File: src/rtl/q_result_reader.sv
// Result FIFO between the Q datapath and a 32-bit consumer: buffers raw Q words,
// saturates on the read side and counts results lost while the buffer is full.
module q_result_reader #(
    parameter int DEPTH  = 8,
    parameter int Q_W    = 36,
    parameter int OUT_W  = 32,
    parameter int DROP_W = 16
) (
    input  logic                    clk,
    input  logic                    rst,
    input  logic [Q_W-1:0]          q_in,
    input  logic                    q_valid,
    output logic [OUT_W-1:0]        out_data,
    output logic                    out_ovf,
    output logic                    out_valid,
    input  logic                    out_ready,
    output logic [$clog2(DEPTH):0]  fifo_count,
    output logic                    full,
    output logic                    empty,
    output logic [DROP_W-1:0]       drop_count
);

    localparam int PTR_W = $clog2(DEPTH);
    localparam int CNT_W = PTR_W + 1;

    logic [Q_W-1:0]    mem_q [DEPTH];
    logic [Q_W-1:0]    mem_d [DEPTH];
    logic [PTR_W-1:0]  wr_ptr_q, wr_ptr_d;
    logic [PTR_W-1:0]  rd_ptr_q, rd_ptr_d;
    logic [CNT_W-1:0]  count_q, count_d;
    logic [DROP_W-1:0] drop_q, drop_d;

    logic             push, pop, drop;
    logic [Q_W-1:0]   head;

    assign full       = (count_q == CNT_W'(DEPTH));
    assign empty      = (count_q == '0);
    assign out_valid  = !empty;
    assign fifo_count = count_q;
    assign drop_count = drop_q;

    // A pop in the same cycle frees the slot, so a full FIFO still accepts the write.
    assign pop  = out_valid & out_ready;
    assign push = q_valid & (!full | pop);
    assign drop = q_valid & full & !pop;

    assign head     = mem_q[rd_ptr_q];
    assign out_ovf  = |head[Q_W-1:OUT_W];
    assign out_data = out_ovf ? '1 : head[OUT_W-1:0];

    always_comb begin
        mem_d    = mem_q;
        wr_ptr_d = wr_ptr_q;
        rd_ptr_d = rd_ptr_q;
        count_d  = count_q;
        drop_d   = drop_q;

        if (push) begin
            mem_d[wr_ptr_q] = q_in;
            wr_ptr_d        = wr_ptr_q + PTR_W'(1);
        end
        if (pop) begin
            rd_ptr_d = rd_ptr_q + PTR_W'(1);
        end
        case ({push, pop})
            2'b10:   count_d = count_q + CNT_W'(1);
            2'b01:   count_d = count_q - CNT_W'(1);
            default: count_d = count_q;
        endcase
        if (drop && (drop_q != '1)) begin
            drop_d = drop_q + DROP_W'(1);
        end
    end

    always_ff @(posedge clk) begin
        if (rst) begin
            wr_ptr_q <= '0;
            rd_ptr_q <= '0;
            count_q  <= '0;
            drop_q   <= '0;
        end else begin
            wr_ptr_q <= wr_ptr_d;
            rd_ptr_q <= rd_ptr_d;
            count_q  <= count_d;
            drop_q   <= drop_d;
        end
    end

    // Storage carries no reset; stale entries are unreachable once the pointers clear.
    always_ff @(posedge clk) begin
        mem_q <= mem_d;
    end

endmodule

File: config.mk
export PLATFORM = sky130hd
export DESIGN_NAME = q_result_reader
export DESIGN_NICKNAME = d
export VERILOG_FILES = /design/src/rtl/q_result_reader.sv
export SDC_FILE = /design/constraint.sdc
export NUM_CORES = 1
export LEC_CHECK = 0
export ABC_CLOCK_PERIOD_IN_PS = 3740
export BUFFER_PORTS_ARGS = -buffer_cell sky130_fd_sc_hd__buf_2
export CAP_MARGIN = 20
export CORE_UTILIZATION = 42
export DETAILED_ROUTE_END_ITERATION = 12
export PLACE_DENSITY = 0.6
export SLEW_MARGIN = 0
export SYNTH_ARGS = -nofsm -noshare
export SYNTH_HDL_FRONTEND = slang
export SYNTH_SLANG_ARGS = --single-unit
File: constraint.sdc
create_clock -name clk -period 3.74 [get_ports clk]
set_input_delay 0.561 -clock clk [delete_from_list [all_inputs] [get_ports clk]]
set_output_delay 0.561 -clock clk [all_outputs]
set_load 0.005 [all_outputs]
# After elaboration in Yosys (flattened, before gate mapping)
# Index checks and enable logic that the tools add are counted.
# word_totals
out_inout_bits	56
ff_bits	314
word_cells	47
# op_classes
addsub	5
reduce_logical	8
n_mux	8
magnitude_cmp	3
n_eq_ne	4
bitwise	7
# op_table
operator	count
$bwmux 288	1
$bmux 36 s3	1
$demux 36 s3	1
$mux 36	3
$mux 32	1
$add 16x1->16 const B	1
$ne 16x16->1 const B	1
$ge 4x4->1 const B	2
$not 3->4	2
$pmux 4 s2	1
$add 3x1->3 const B	2
$add 4x1->4 const B	1
$and 1x1->1	4
$eq 4x4->1 const B	1
$logic_not 4->1	1
$lt 4x1->1 const B	1
$reduce_or 4->1	1
$sub 4x1->4 const B	1
$logic_not 1->1	3
$eq 2x1->1 const B	1
$eq 2x2->1 const B	1
$logic_and 1x1->1	2
$reduce_bool 2->1	1
$or 1x1->1	1

# Depth between registers and ports, before layout
# Gate-level depths: netlist of the first run.
# logic_depth
word_depth	7
depth_mapped	12

# Least setup slack after synthesis of the first run
# OpenSTA, ideal clock, no wires.
# synth_path
path_type	reg2reg
startpoint	reg count_q[1], in the netlist fifo_count[1]
endpoint	reg mem_q[252] (netlist bit), enable pin
stages_incl_launch_ff	6
arrival_ps	3619
setup_slack_ps	-353
required_time_ps	3266
setup_ps	474
path_buffers	1
path_cell_list	dfxtp_1 -> buf_6 -> or4b_4 -> o21ai_0 -> or2_2 -> nor3_1
# synth_between
elab_chain_len	5
elab_cells_between_ends	7
# synth_rtl
element	line	text
from (decl)	30	logic [CNT_W-1:0] count_q, count_d;
from (signal assigned)	84	count_q <= count_d;
$logic_not 4->1	37	assign empty = (count_q == '0);
$logic_not 1->1	38	assign out_valid = !empty;
$and 1x1->1	43	assign pop = out_valid & out_ready;
$or 1x1->1 *	44	assign push = q_valid & (!full | pop);
$and 1x1->1 *	44	
to (signal assigned)	91	mem_q <= mem_d;
to (decl)	26	logic [Q_W-1:0] mem_q [DEPTH];
# Mark *: on every way between the ends. The rest lies on a longest branch, timed or not.
# A chain may end at the register's enable or synchronous reset.

# Final worst setup path of the first run
# layout_path
startpoint	reg rd_ptr_q[0]
endpoint	out out_data[0]
# layout_between
elab_chain_len	6
# layout_rtl
element	line	text
from (decl)	29	logic [PTR_W-1:0] rd_ptr_q, rd_ptr_d;
from (signal assigned)	83	rd_ptr_q <= rd_ptr_d;
$not 3->4 (implied by the code) *	47	assign head = mem_q[rd_ptr_q];
$bmux 36 s3 *	47	
$mux 36 (implied by the code) * (2 in a row)	47	
$reduce_or 4->1	48	assign out_ovf = |head[Q_W-1:OUT_W];
$mux 32 *	49	assign out_data = out_ovf ? '1 : head[OUT_W-1:0];
to (decl)	13	output logic [OUT_W-1:0] out_data,
# Mark *: on every way between the ends. The rest lies on a longest branch, timed or not. The select of a mux whose other input is x is not followed.

==> metrics, run 1 <==
first-pass GRT wire length around 37000 um; CTS root buf clkbuf_16; sw power 1.99 mW; Std-Cell Rows 61; Fillers roughly 2300; NumNets Final 750; final HPWL from detailed placement 13900 um; Initial Util 43.0%; Post-Route Setup TNS 0 ns; Total Routed Length 24200 um; CTS Sinks 314; Port Buf Inserts 95; CP endpoint kind primary output; pre-CTS setup slack 0.739 ns; Comb power frac 15.1%; outcome finished, final reports clean; Post-synth EDFFs 288; ys async rst share 0%; starting DRC count in detailed routing between 400 and 500; Die Area 0.0292 mm2; f_max 0.321 GHz; DRC Markers 0; Crit Path Max Fanout 30; largest net degree at the start of global routing 37; Synth Area per Inst 20.4 um2; type of the tightest min-delay check in2reg; WL/cell ~22 um; leakage power 4.42 nW; CORE AREA 0.0279 mm2; crit-path max cell delay ~0.58 ns; r2r endpoint fifo_count[2]; critical path required time 3.18 ns; sequential area share after synthesis 76.4%; 1st-pass router iterations 5; critical path class reg2out; final hold viol count 0; Final Slew Violations 0; Setup Skew approximately 0.021 ns; via count 6050; post-CTS sizing 0; GRT Total Usage 17.1%; clock buffer depth 3; Clock power frac 36.3%; final worst setup slack approximately 0.63 ns; Post-DRT Antenna Nets 0; period utilization 83.2%; Max Cap Viol 0; top_reg_cell synth edfxtp_1; switching share of power 23.8%; routability-driven placement congestion ratio 0.821; HP Start q_in[6]; Cells after Synth around 600; flops & latches, synth approximately 310; Distinct cells, synth 42; pin slew with the least headroom to its limit 0.834 ns; Reg clk slew, reported paths 0.06 ns; Worst R2R Setup Slack 0.69 ns; Ys Warns 0; worst-skew pair later-pin latency 0.52 ns; RSZ-0062 raised after global routing no; Area Overhead vs Synth 17.0%; worst hold endpoint mem_q[78]; grt total ovfl 0; TritonCTS clock tree built; hold path depth 1; crit start category flop; cells along the critical path buf_4, mux4_2, o22a_1, buf_2; sequential power share roughly half; Inserted Clock Buffers 34; Ports 96; syn_nets 635; share of layout cells above drive strength 1 32.8%; vias in the first global route 6498; Worst EP arrival 2.55 ns; RR Startpoint fifo_count[0]; diode count 0; internal power between 6 and 7 mW; Setup-failing EPs final 0; die span in y 171 um; Die Wd 171 um; postcts setup bufs 0; Post-CTS Hold Fix Bufs 0; crit path time final approximately 3.1 ns; Clock H-tree levels 2; antenna violations before repair 0; slowest CP cell mux4_2; Post-Syn Area 0.0120 mm2; slew margin rel. 44.3%; VDD IR max roughly 0.00035 V; Vias/cell 5.47; cell count of the worst reg-to-reg path 9; P per Cell Area around 600 mW/mm2
cell usage in the layout (no fill, tap or decap), types with 2 or more instances in the layout:
cell / n
o31ai_1: 9
and4_1: 3
inv_1: 5
nand2_1: 11
clkbuf_16: 34
nor2b_1: 2
mux4_2: 66
dfxtp_1: 24
nor2_4: 6
nand3_1: 7
clkbuf_1: 5
mux2i_1: 2
ha_1: 6
buf_12: 2
clkinvlp_4: 3
a21oi_1: 18
or4_1: 10
buf_4: 13
buf_2: 95
o41ai_1: 2
edfxtp_1: 288
clkinv_1: 10
xor2_1: 6
or3_1: 4
clkinv_2: 5
o21ai_0: 8
o22a_1: 32
dfxtp_4: 2
nand2b_1: 2
nand4_1: 5
inv_6: 2
nor4_1: 9
o211ai_1: 2
nor2_1: 10
synth_stat cells, drive strengths merged, types with 5 or more instances:
cell type,instances,share of area (%)
a21oi,18,0.75
clkbuf,21,0.66
or4,10,0.63
o21ai,8,0.33
nand3,7,0.29
ha,6,0.63
mux4,66,12
o31ai,9,0.56
inv,5,0.16
o22a,32,2.3
nand4,6,0.36
buf,10,0.51
nand2,11,0.34
nor2,16,0.50
xor2,6,0.44
edfxtp,288,72
dfxtp,26,4.3
nor4,9,0.47
worst max-delay path by stage:
stage	from	to	slack [ns]
global placement	fifo_count[1]	fifo_count[2]	0.98
global route	rd_ptr_q[0]	out_data[3]	0.46
detailed placement	fifo_count[0]	fifo_count[2]	0.74
finish	rd_ptr_q[0]	out_data[0]	0.63
CTS	rd_ptr_q[0]	out_data[0]	0.53
floorplan	fifo_count[1]	mem_q[216]	0.04
cell families after synthesis:
kind of cell,after synthesis,synth area share [%]
simple gates,82,3.98
fa+ha+maj,6,0.626
xor+xnor,6,0.438
buf+inv,37,1.37
mux,69,12.6
compound gates,75,4.53
flops,314,76.4
routing by layer:
metal / global-route usage (%) / wire length, um / up-vias
met5: 0 / 0 / -
met4: 4.43 / 363 / 0
met3: 3.40 / 1220 / 33
met2: 29.5 / 12300 / 160
met1: 22.1 / 10300 / 3154
li1: - / - / 2703
power groups by stage:
stage	Sequential, mW	Combinational, mW	Clock, mW
floorplan	4.08	0.999	0
global placement	4.12	1.25	0
detailed placement	4.14	1.29	0
CTS	4.06	1.29	3.10
global route	4.08	1.37	3.23
finish	4.06	1.26	3.04
registers in the layout, summed over array words and instances, names as in the netlist:
signal      cells
drop_count     16
mem_q         288
wr_ptr_q        3
fifo_count      4
rd_ptr_q        3
through the flow:
| step | cell area (um2) | util, % | instances | hold WS, ns | total power, mW |
|---|---|---|---|---|---|
| 2_1_floorplan | 12000 | - | 589 | 0.462 | 5.08 |
| 3_3_place_gp | 13000 | 46.6 | 1045 | 0.473 | 5.37 |
| 3_5_place_dp | 13000 | 46.6 | 1045 | 0.506 | 5.43 |
| 4_1_cts | 14000 | 50.2 | 1105 | 0.294 | 8.46 |
| 5_1_grt | 14000 | 50.2 | 1106 | 0.308 | 8.68 |
| 6_report | 14000 | 50.2 | 1106 | 0.316 | 8.36 |
final cells by class:
class                      count  area, um2  area share (%)
clock buffer                  39        870            6.20
clock inverter                21        144            1.03
inverter                       6       23.8           0.169
multi-input combinational    238       2740            19.5
sequential                   314       9180            65.4
tap                          378        473            3.37
timing repair buffer         110        613            4.37
worst max-delay path, delay by kind of cell, from the launching register on:
| kind | cells | cell delay (ns) |
|---|---|---|
| buf+inv | 2 | 0.71 |
| mux | 1 | 0.58 |
| flops | 1 | 0.50 |
| compound gates | 1 | 0.24 |
No activity file was read; power rests on OpenSTA's default activity.
==> inputs of run 2 (changes only) <==
Settings changed: ABC_AREA from default to 1, ABC_CLOCK_PERIOD_IN_PS 3740 to 2700, PLACE_DENSITY 0.6 to 0.59.
Clock period 3.74 ns to 2.7 ns, I/O delays scaled along.
==> metrics, run 2 <==
Crit Path Max Fanout 58 (was 30); Clock H-tree levels 2 (unchanged); Post-Route Setup TNS 0 ns (unchanged); Clock power frac 32.2% (was 36.3%); Worst EP arrival 2.12 ns (was 2.55 ns); Ys Warns 0 (unchanged); TritonCTS clock tree built (unchanged); Die Wd 177 um (was 171 um); slew margin rel. 64.6% (was 44.3%); Synth Area per Inst 11.6 um2 (was 20.4 um2); final hold viol count 0 (unchanged); top cell type by total area after synthesis edfxtp_1 (unchanged); critical path class reg2out (unchanged); ys async rst share 0% (unchanged); Total Routed Length 29700 um (was 24200 um); type of the tightest min-delay check in2reg (unchanged); share of layout cells above drive strength 1 15.7% (was 32.8%); CTS Sinks 314 (unchanged); Max Cap Viol 0 (unchanged); Yosys top cell area share 67.6% (was 72.1%); met3 WL 1250 um (was 1220 um); sw power 3.91 mW (was 1.99 mW); cell count of the worst reg-to-reg path 7 (was 9); cell family with most CP delay buffers and inverters (unchanged); vias in the first global route 7871 (was 6498); Vias/cell 5.15 (was 5.47); crit-path max cell delay 0.37 ns (was 0.58 ns); period utilization 93.6%; 1st-pass router iterations 5 (unchanged); Cells after Synth 1098 (was 589); starting DRC count in detailed routing 509 (was 409); commonest non-fill, non-tap cell in the layout edfxtp_1 (unchanged); switching share of power 30.2% (was 23.8%); hold path depth 1 (unchanged); Post-CTS Hold Fix Bufs 0 (unchanged); Port Buf Inserts 95 (unchanged); register area 0.00918 mm2 (about the same); final hold slack 0.162 ns (was 0.316 ns); Post-Syn Area 0.0128 mm2 (was 0.0120 mm2); Levels on crit path 9 (was 4); syn_nets 1144 (was 635); die span in y 177 um (was 171 um); Area Overhead vs Synth 16.5% (was 17.0%); met2 wire len 14500 um (was 12300 um); most frequent cells in the layout edfxtp_1 (288), nand2_1 (204), nor2_1 (163) (was edfxtp_1 (288), buf_2 (95), mux4_2 (66)); Setup Skew 0.0198 ns (was 0.0214 ns); Post-synth EDFFs 288 (unchanged); Reg clk slew, reported paths 0.06 ns (about the same); sequential power share 43.7% (was 48.6%); leakage power 5.34 nW (was 4.42 nW); largest net degree at the start of global routing 113 (was 37); P per Cell Area 868 mW/mm2 (was 595 mW/mm2); Inserted Clock Buffers 34 (unchanged); pin slew with the least headroom to its limit 0.531 ns (was 0.834 ns); final HPWL from detailed placement 15500 um (was 13900 um); first-pass GRT wire length 44900 um (was 37200 um); CP endpoint kind primary output (unchanged); top layer in use met4 (unchanged); GRT Total Usage 19.0% (was 17.1%); CTS root buf clkbuf_16 (unchanged); Initial Util 42.9% (was 43.0%); antenna violations before repair 1 (was 0); clock buffer depth 3 (unchanged); top_reg_cell synth edfxtp_1 (unchanged); VDD IR max 0.000413 V (was 0.000347 V); Comb power frac 24.1% (was 15.1%); top-count cell post-synth edfxtp_1 (unchanged); sequential area share after synthesis 71.7% (was 76.4%); NumNets Final 1244 (was 750); crit start category flop (unchanged); Die Area 0.0312 mm2 (was 0.0292 mm2); grt total ovfl 0 (unchanged); RSZ-0062 raised after global routing no (unchanged); worst-skew pair later-pin latency 0.50 ns (was 0.52 ns); Fillers 2643 (was 2277); Setup-failing EPs final 0 (unchanged); routability-driven placement congestion ratio 0.777 (was 0.821); DRC Markers 0 (unchanged); cells along the critical path inv_4, buf_16, o21ai_0, o22ai_1, nand2_1, nand2_1, inv_1, nand2_1, buf_2 (was buf_4, mux4_2, o22a_1, buf_2); WL/cell 18.4 um (was 21.9 um); critical path required time 2.30 ns (was 3.18 ns); Post-DRT Antenna Nets 0 (unchanged); Std-Cell Rows 63 (was 61); CP bufs+invs 4 (was 2); multi-input logic area 0.00312 mm2 (was 0.00274 mm2); Synth top cells by count edfxtp_1 (288), nand2_1 (204), nor2_1 (171) (was edfxtp_1 (288), mux4_2 (66), o22a_1 (32)); Largest register FFs 288 (unchanged); crit path time final around 2.5 ns; slowest CP cell dfxtp_4 (was mux4_2); f_max 0.396 GHz; Largest Register mem_q (unchanged); Final Total Pwr 12.9 mW (was 8.36 mW); Synth area leaders edfxtp_1 (68%), nand2_1 (6.0%), nor2_1 (5.0%) (was edfxtp_1 (72%), mux4_2 (12%), dfxtp_1 (4.3%)); outcome finished, final reports clean (unchanged); met1 wire length 13200 um (was 10300 um); most frequent cell on the critical path nand2_1; flops & latches, synth 314 (unchanged); via count 8309 (was 6050); Final Slew Violations 0 (unchanged); Ports 96 (unchanged); Finished Core Util 50.0% (was 50.2%); internal power 9.02 mW (was 6.37 mW); Distinct cells, synth 29 (was 42); CORE AREA 0.0298 mm2 (was 0.0279 mm2)
==> run 2: cell count changes after synthesis, moves of 10 or more <==
cell,previous run,this run
buf_4,0,11
inv_1,5,62
mux4_2,66,0
nand2_1,11,204
nand3_1,7,23
nor2_1,16,171
o21ai_0,8,110
o21ai_1,0,25
o22a_1,32,0
o22ai_1,0,64
or4_1,10,0
==> run 2: what timing repair did <==
item | CTS | global route
resized for setup | 3 | 2
endpoints found under the hold margin | 0 | 0
setup buffers | 0 | 4
cloned | 1 | 1
setup endpoints to repair | 10 | 32
==> run 2: cells by family (layout without fill, tap and decap cells) <==
family,after synthesis,after routing,share of synthesized area (%)
compound gates,223,223,9.50
xor+xnor,10,10,0.685
fa+ha+maj,6,6,0.587
buf+inv,122,245,4.42
flops,314,314,71.7
other cells,0,1,0
simple gates,423,423,13.1
==> run 2: power groups by stage <==
stage	combinational, mW	clock (mW)	sequential (mW)
4_1_cts	3.00	4.27	5.68
3_5_place_dp	2.93	0	5.78
5_1_grt	3.52	4.44	5.67
3_3_place_gp	2.91	0	5.77
2_1_floorplan	2.03	0	5.73
6_report	3.11	4.17	5.65
==> run 2: path summary, 6_finish.rpt <==
| path | to | startpoint | slack, ns |
|---|---|---|---|
| max reg2reg | mem_q[265] | fifo_count[0] | 0.45 |
| min reg2reg | wr_ptr_q[0] | wr_ptr_q[0] | 0.50 |
| min | mem_q[230] | q_in[14] | 0.16 |
| max | out_data[28] | rd_ptr_q[0] | 0.17 |
==> run 2: layout make-up <==
class | count | area share (%)
Sequential cell | 314 | 61.6
Inverter | 64 | 1.63
Multi-Input combinational cell | 662 | 20.9
Clock inverter | 15 | 0.504
Clock buffer | 44 | 6.10
Tap cell | 390 | 3.27
Timing Repair Buffer | 122 | 5.96
Antenna cell | 1 | 0.0168
==> run 2: metrics by stage <==
step	worst slack, ns	std cells	area [um2]
floorplan	-0.177	1098	12800
global placement	0.467	1546	13800
detailed placement	0.443	1546	13800
CTS	0.0144	1606	14800
global route	0.0156	1611	14900
finish	0.172	1612	14900
==> run 2: routing by layer <==
layer  GRT usage, %  vias up
li1               -     4054
met1           25.5     4014
met2           31.5      192
met3           3.27       49
met4           5.68        0
met5              0        -
